[src/rtl/matrix_pkg.sv]
// Shared constants and state type for the matrix result reader and operand writer.
package matrix_pkg;
    localparam int N        = 5;
    localparam int W        = 8;
    localparam int MAT_BITS = N * N * W;
    localparam int IDX_W    = 3;

    typedef enum logic [0:0] {
        RD_IDLE   = 1'b0,
        RD_STREAM = 1'b1
    } rd_state_t;
endpackage

[src/rtl/matrix_elem_sel.sv]
// Combinational extract of element (row,col) from a packed matrix, element (0,0) in the MSBs.
module matrix_elem_sel #(
    parameter int N = matrix_pkg::N,
    parameter int W = matrix_pkg::W
) (
    input  logic [N*N*W-1:0]            vec,
    input  logic [matrix_pkg::IDX_W-1:0] row,
    input  logic [matrix_pkg::IDX_W-1:0] col,
    output logic [W-1:0]                elem
);
    import matrix_pkg::*;

    always_comb begin
        elem = '0;
        for (int r = 0; r < N; r++) begin
            for (int c = 0; c < N; c++) begin
                if (row == IDX_W'(r) && col == IDX_W'(c))
                    elem = vec[N*N*W-1-(r*N+c)*W -: W];
            end
        end
    end
endmodule

[src/rtl/matrix_result_reader.sv]
// Streams a packed N x N result matrix out one element per valid/ready transfer.
// Optional MATRIX_READER_TRANSPOSE_EN adds a 'transpose' input selecting column-major order.
module matrix_result_reader #(
    parameter int N = matrix_pkg::N,
    parameter int W = matrix_pkg::W
) (
    input  logic                         clk,
    input  logic                         rst,
    input  logic                         load_valid,
    output logic                         load_ready,
    input  logic [N*N*W-1:0]             load_data,
    input  logic                         load_ovf,
`ifdef MATRIX_READER_TRANSPOSE_EN
    input  logic                         transpose,
`endif
    output logic                         out_valid,
    input  logic                         out_ready,
    output logic [W-1:0]                 out_data,
    output logic [matrix_pkg::IDX_W-1:0] out_row,
    output logic [matrix_pkg::IDX_W-1:0] out_col,
    output logic                         out_last,
    output logic                         out_ovf,
    output logic                         busy
);
    import matrix_pkg::*;

    localparam logic [IDX_W-1:0] LAST = IDX_W'(N - 1);

    rd_state_t          state;
    logic               rdy_en;
    logic [N*N*W-1:0]   shadow;
    logic [N*N*W-1:0]   sel_vec;
    logic [W-1:0]       sel_elem;
    logic [IDX_W-1:0]   nrow, ncol;
    logic               xfer, capture, col_mode;

`ifdef MATRIX_READER_TRANSPOSE_EN
    logic col_major;
    assign col_mode = capture ? transpose : col_major;
`else
    assign col_mode = 1'b0;
`endif

    // rdy_en keeps load_ready low for the first cycle after reset.
    assign load_ready = rdy_en && (state == RD_IDLE || (out_last && out_ready));
    assign capture    = load_valid && load_ready;
    assign xfer       = out_valid && out_ready;

    // A fresh capture reads the incoming bus directly so the first element is ready next cycle.
    assign sel_vec = capture ? load_data : shadow;

    always_comb begin
        nrow = '0;
        ncol = '0;
        if (!capture) begin
            if (col_mode) begin
                if (out_row == LAST) begin
                    nrow = '0;
                    ncol = out_col + IDX_W'(1);
                end else begin
                    nrow = out_row + IDX_W'(1);
                    ncol = out_col;
                end
            end else begin
                if (out_col == LAST) begin
                    ncol = '0;
                    nrow = out_row + IDX_W'(1);
                end else begin
                    ncol = out_col + IDX_W'(1);
                    nrow = out_row;
                end
            end
        end
    end

    matrix_elem_sel #(.N(N), .W(W)) u_sel (
        .vec  (sel_vec),
        .row  (nrow),
        .col  (ncol),
        .elem (sel_elem)
    );

    always_ff @(posedge clk) begin
        if (rst) begin
            state     <= RD_IDLE;
            rdy_en    <= 1'b0;
            shadow    <= '0;
            out_valid <= 1'b0;
            out_data  <= '0;
            out_row   <= '0;
            out_col   <= '0;
            out_last  <= 1'b0;
            out_ovf   <= 1'b0;
            busy      <= 1'b0;
`ifdef MATRIX_READER_TRANSPOSE_EN
            col_major <= 1'b0;
`endif
        end else begin
            rdy_en <= 1'b1;
            if (capture) begin
                shadow  <= load_data;
                out_ovf <= load_ovf;
`ifdef MATRIX_READER_TRANSPOSE_EN
                col_major <= transpose;
`endif
            end
            if (capture || (xfer && !out_last)) begin
                out_data <= sel_elem;
                out_row  <= nrow;
                out_col  <= ncol;
                out_last <= (nrow == LAST) && (ncol == LAST);
            end
            if (capture) begin
                state     <= RD_STREAM;
                out_valid <= 1'b1;
                busy      <= 1'b1;
            end else if (xfer && out_last) begin
                state     <= RD_IDLE;
                out_valid <= 1'b0;
                busy      <= 1'b0;
            end
        end
    end
endmodule

[config.mk]
export PLATFORM = sky130hd
export DESIGN_NAME = matrix_result_reader
export DESIGN_NICKNAME = d
export VERILOG_FILES = /design/src/rtl/matrix_pkg.sv /design/src/rtl/matrix_elem_sel.sv /design/src/rtl/matrix_result_reader.sv
export SDC_FILE = /design/constraint.sdc
export NUM_CORES = 1
export LEC_CHECK = 0
export CAP_MARGIN = 40
export CORE_ASPECT_RATIO = 1.5
export CORE_MARGIN = 2
export CORE_UTILIZATION = 46
export CTS_BUF_LIST = sky130_fd_sc_hd__clkbuf_16
export CTS_CLUSTER_DIAMETER = 50
export DETAILED_ROUTE_END_ITERATION = 8
export GPL_ROUTABILITY_DRIVEN = 0
export GPL_TIMING_DRIVEN = 0
export HOLD_SLACK_MARGIN = 0.12
export PLACE_DENSITY = 0.79
export REMOVE_ABC_BUFFERS = 1
export SYNTH_ARGS = -nofsm -noshare
export SYNTH_HDL_FRONTEND = slang
export SYNTH_SLANG_ARGS = --single-unit
[constraint.sdc]
create_clock -name clk -period 2.8 [get_ports clk]
set_input_delay 0.7 -clock clk [delete_from_list [all_inputs] [get_ports clk]]
set_output_delay 0.7 -clock clk [all_outputs]
set_load 0.005 [all_outputs]
* Word-level counts from Yosys, hierarchy flattened
Cells that the tools add are included.
Storage, ports and cells: word-level logic and storage cells 90, register bits 218
Operators by class: add/subtract/negate cells 2, bitwise logic cells 1, eq/ne operators 9, mux-type cells 33, reduce and logical (&&, ||, !) cells 37
Operators by type and width (count):
- two-way mux 200 bit | 1
- two-way mux 8 bit | 25
- logical AND 1 bit | 31
- == test 3 x 2 -> 1 bit, second input constant | 4
- two-way mux 3 bit | 4
- == test 3 bit, second input constant | 3
- adder 3 x 1 -> 3 bit, second input constant | 2
- == test 3 x 1 -> 1 bit, second input constant | 2
- zero test 3 bit | 2
- two-way mux 1 bit | 3
- logical OR 1 bit | 2
- nonzero test 2 bit | 1
- zero test 1 bit | 1
- inverter 1 bit | 1

* Logic depth before layout (Yosys ltp)
depth in word-level cells 32, mapped depth 12, mapped depth without buffers 9

* Cells and area by module
A second synthesis with hierarchy kept.
Unflattened totals: cells, all modules 1110, area total of the unflattened synthesis 11516.0 µm²
Modules (own cells, without submodules):
- matrix_result_reader | seq. area each 4364.2 µm², area each 9054.9 µm², instances 1, cells an instance 740
- matrix_elem_sel | seq. area each 0.0 µm², area each 2461.1 µm², instances 1, cells an instance 370

* Least setup slack after synthesis
OpenSTA, ideal clock, no wires.
path type reg-to-reg, start reg out_col[0] (netlist bit), end reg out_data[7], data required time 2.674 ns, setup slack 0.159 ns, clock period less this slack 2.641 ns, setup time 0.126 ns, cell stages (with the launch flop) 11, data arrival time 2.515 ns, cells stage by stage dfxtp_1 -> inv_1 -> ha_1 -> buf_2 -> buf_2 -> buf_1 -> mux2i_1 -> o221ai_1 -> a211o_1 -> a31oi_1 -> o22ai_1
Between the ends: cells in the longest elaborated chain, start to end 30, elaborated cells between the ends (all ways) 66, those cells by class add/sub: 1; eq/ne: 9; mux: 29; reduce/logical: 27
Ends and longest elaborated chain:
- start, declared | line matrix_result_reader.sv:20 | output logic [matrix_pkg::IDX_W-1:0] out_col,
- start signal, assigned | line matrix_result_reader.sv:110 | out_col <= ncol;
- adder 3 x 1 -> 3 bit or == test 3 bit (tied branches) | line matrix_result_reader.sv:69, matrix_result_reader.sv:65
- two-way mux 3 bit | line matrix_result_reader.sv:65 | if (out_col == LAST) begin
- two-way mux 3 bit | line matrix_result_reader.sv:55 | if (!capture) begin
- zero test 3 bit | line matrix_elem_sel.sv:17 | if (row == IDX_W'(r) && col == IDX_W'(c))
- logical AND 1 bit | line matrix_elem_sel.sv:17
- two-way mux 8 bit (24 in a row) | line matrix_elem_sel.sv:17
- two-way mux 8 bit (*) | line matrix_elem_sel.sv:17
- end signal, assigned | line matrix_result_reader.sv:108 | out_data <= sel_elem;
- end, declared | line matrix_result_reader.sv:18 | output logic [W-1:0] out_data,
Mark *: on every way between the ends. The rest lies on a longest branch, timed or not. A chain may end at the register's enable or synchronous reset.

* Final worst setup path
start reg out_col[1] (netlist bit), end reg out_data[7]
Same word-level chain as after synthesis.

==> reports/metrics.csv <==
metric;value;unit
status;completed;
rows;65;
synthTopCellsByArea;dfxtp_1, nand2_1, a21oi_1, mux2i_1, clkbuf_1;
crit_path_end_kind;flop;
antenna_found_initial;1;
grt_max_degree;121;
ctsHtreeMaxLevel;1;
crit_type;flop to flop;
tightestPinTransition;0.714;ns
utilization;65.9;%
wirelength;33900;µm
synth_warnings;0;
portBuffers;223;
multiInputGateArea;5480;µm²
dieArea;22900;µm²
holdCritPathClass;flop to flop;
report.final.slew_viol_count;0;
ys_seq_area_share;43.9;%
ff2ff_path_depth;11;
pre_cts_slack;-1.19;ns
grt_overflow;0;
num_vias;10286;
rsz0062_at_grt;yes;
synth_edf_count;0;
path_clk_slew;0.07;ns
fp.coreArea;21100;µm²
clock_latency;0.51;ns
cts_root_buf;clkbuf_16;
setup_viol;0;
fin_worst_skew;0.0118;ns
synthTopCellsByCount;nand2_1, dfxtp_1, a21oi_1, clkbuf_1, nor2_1;
yosys_register_bits;218;
postSynthAreaPerCell;7.88;µm²
initial_utilization;47.1;%
clock-sinks;218;
synth_top_area_share;43.9;%
vias_per_cell;5.87;
drc;0;
whs_path_depth;2;
drt-pass1-iter-count;6;
areaGrowthSynthToFinish;40.1;%
post_dp_cell_area;12400;µm²
ys_async_sr_fraction;0;%
synthFlopType;dfxtp_1;
cts_made_buffers;22;
finalWorstSetupSlack;0.00655;ns
ys_types;83;
synth_area_leader_cell;dfxtp_1;
cp.arrival;3.17;ns
worstSetupStartpointType;flop;
final_area;13900;µm²
grt_pass1_wl;49400;µm
ant_nets;0;
routedWlPerCell;19.3;µm
pin_count;224;
syn-cell-area;9950;µm²
clockBufferDepth;3;
die_w;124;µm
fillers;1740;
drv_cap;0;
power.density;530;nW/µm²
drt-initial-drc-count;842;
grt_pass1_vias;9673;
nNetsFinal;1675;
ir_drop;0.000458;V
relSlewSlack;52.0;%
dp_hpwl;21700;µm
grtUsageTotal;27.7;%
cp.required;3.17;ns
drive_above_1_share;12.8;%
critical_path_peak_fanout;17;
synth_most_common_cell;nand2_1;
post-route-period-util;99.8;%
die_h;184;µm
synth_cells;1263;
hold_viol_final;0;
regArea;4380;µm²
max_freq;358;MHz
tritoncts;built;
fin_crit;2.79;ns
power_leakage;4.97;nW
==> metrics by stage <==
stage | hold WS (ns) | setup TNS [ns] | power (mW) | cells
final | 0.450 | 0 | 7.39 | 1751
after global routing | 0.470 | -0.0993 | 7.61 | 1751
after CTS | 0.453 | 0 | 7.37 | 1736
after detailed placement | 0.443 | -9.35 | 4.25 | 1672
after global placement | 0.438 | -1306.78 | 4.24 | 1657
after floorplan | 0.425 | -618.94 | 3.73 | 1166
==> power breakdown <==
part | internal [mW] | total [mW] | switching (mW)
clock network | 1.86 | 3.12 | 1.26
registers | 3.24 | 3.31 | 0.0720
logic | 0.500 | 0.959 | 0.458
==> worst paths after layout <==
kind / start / to / slack, ns
worst max-delay path: out_col[1]$_SDFFE_PP0P_ / out_data[7]$_SDFFE_PP0P_ / 0.007
worst min-delay path: shadow[198]$_SDFF_PP0_ / shadow[198]$_SDFF_PP0_ / 0.45
worst max register to register: out_col[1]$_SDFFE_PP0P_ / out_data[7]$_SDFFE_PP0P_ / 0.007
worst min register to register: shadow[198]$_SDFF_PP0_ / shadow[198]$_SDFF_PP0_ / 0.45
==> sequential cells by signal, summed over array words and instances, names as in the netlist <==
name      cells
out_col       3
out_data      8
out_last      1
out_ovf       1
out_row       3
rdy_en        1
shadow      200
state         1
==> cell usage in the layout (no fill, tap or decap), drive strengths merged, types with 4 or more instances in the layout <==
master	count
or3	6
nand3	13
dfxtp	218
a32oi	11
a31oi	5
bufinv	4
a41oi	4
a22oi	12
o21ai	21
clkbuf	24
nand2	391
inv	14
nor4	26
buf	51
a21oi	206
a211o	8
nor3	13
clkdlybuf4s50	220
nor2b	7
mux2	10
a221oi	6
nor2	50
nand4	11
o22ai	15
o211ai	9
and2	13
or4	8
o221ai	7
mux2i	28
clkinv	9
o221a	4
a21o	4
==> worst max-delay path, stage by stage (launching register included) <==
cell      delay (ns)
dfxtp_2         0.38
inv_1           0.09
ha_4            0.34
buf_4           0.15
buf_16          0.16
mux2_2          0.35
o21ai_0         0.09
a211oi_1        0.11
a211o_1         0.27
a211o_1         0.31
a31oi_1         0.25
o22ai_1         0.15
==> layer usage <==
metal  vias to the layer above  part of all wire [%]  track usage, %
li1                       4821                     -               -
met1                      4834                    37            32.4
met2                       497                    50            48.5
met3                       134                   6.6            2.94
met4                         0                   6.3            15.2
met5                         -                     0               0
==> cell type report <==
cell class	instances	area share, %
antenna	1	0.0180
clock inverter	16	1.33
timing repair buffer	276	21.0
tap	268	2.41
inverter	13	0.377
clock buffer	23	4.13
sequential	218	31.4
multi-input combinational	936	39.3
==> kinds of logic after synthesis <==
group,Yosys count,share of synthesized area [%]
fa+ha+maj,3,0.377
compound gates,337,21.5
mux,38,3.95
xor+xnor,3,0.415
simple gates,554,24.9
buf+inv,110,5.00
flops,218,43.9
==> timing repair <==
item | in CTS | in global routing
hold buffers | 0 | 0
setup buffers | 23 | 12
cloned | 2 | 2
endpoints found under the setup margin | 9 | 8
gates resized for setup | 52 | 23
pin swaps | 15 | 6
No activity file was read; power rests on OpenSTA's default activity.
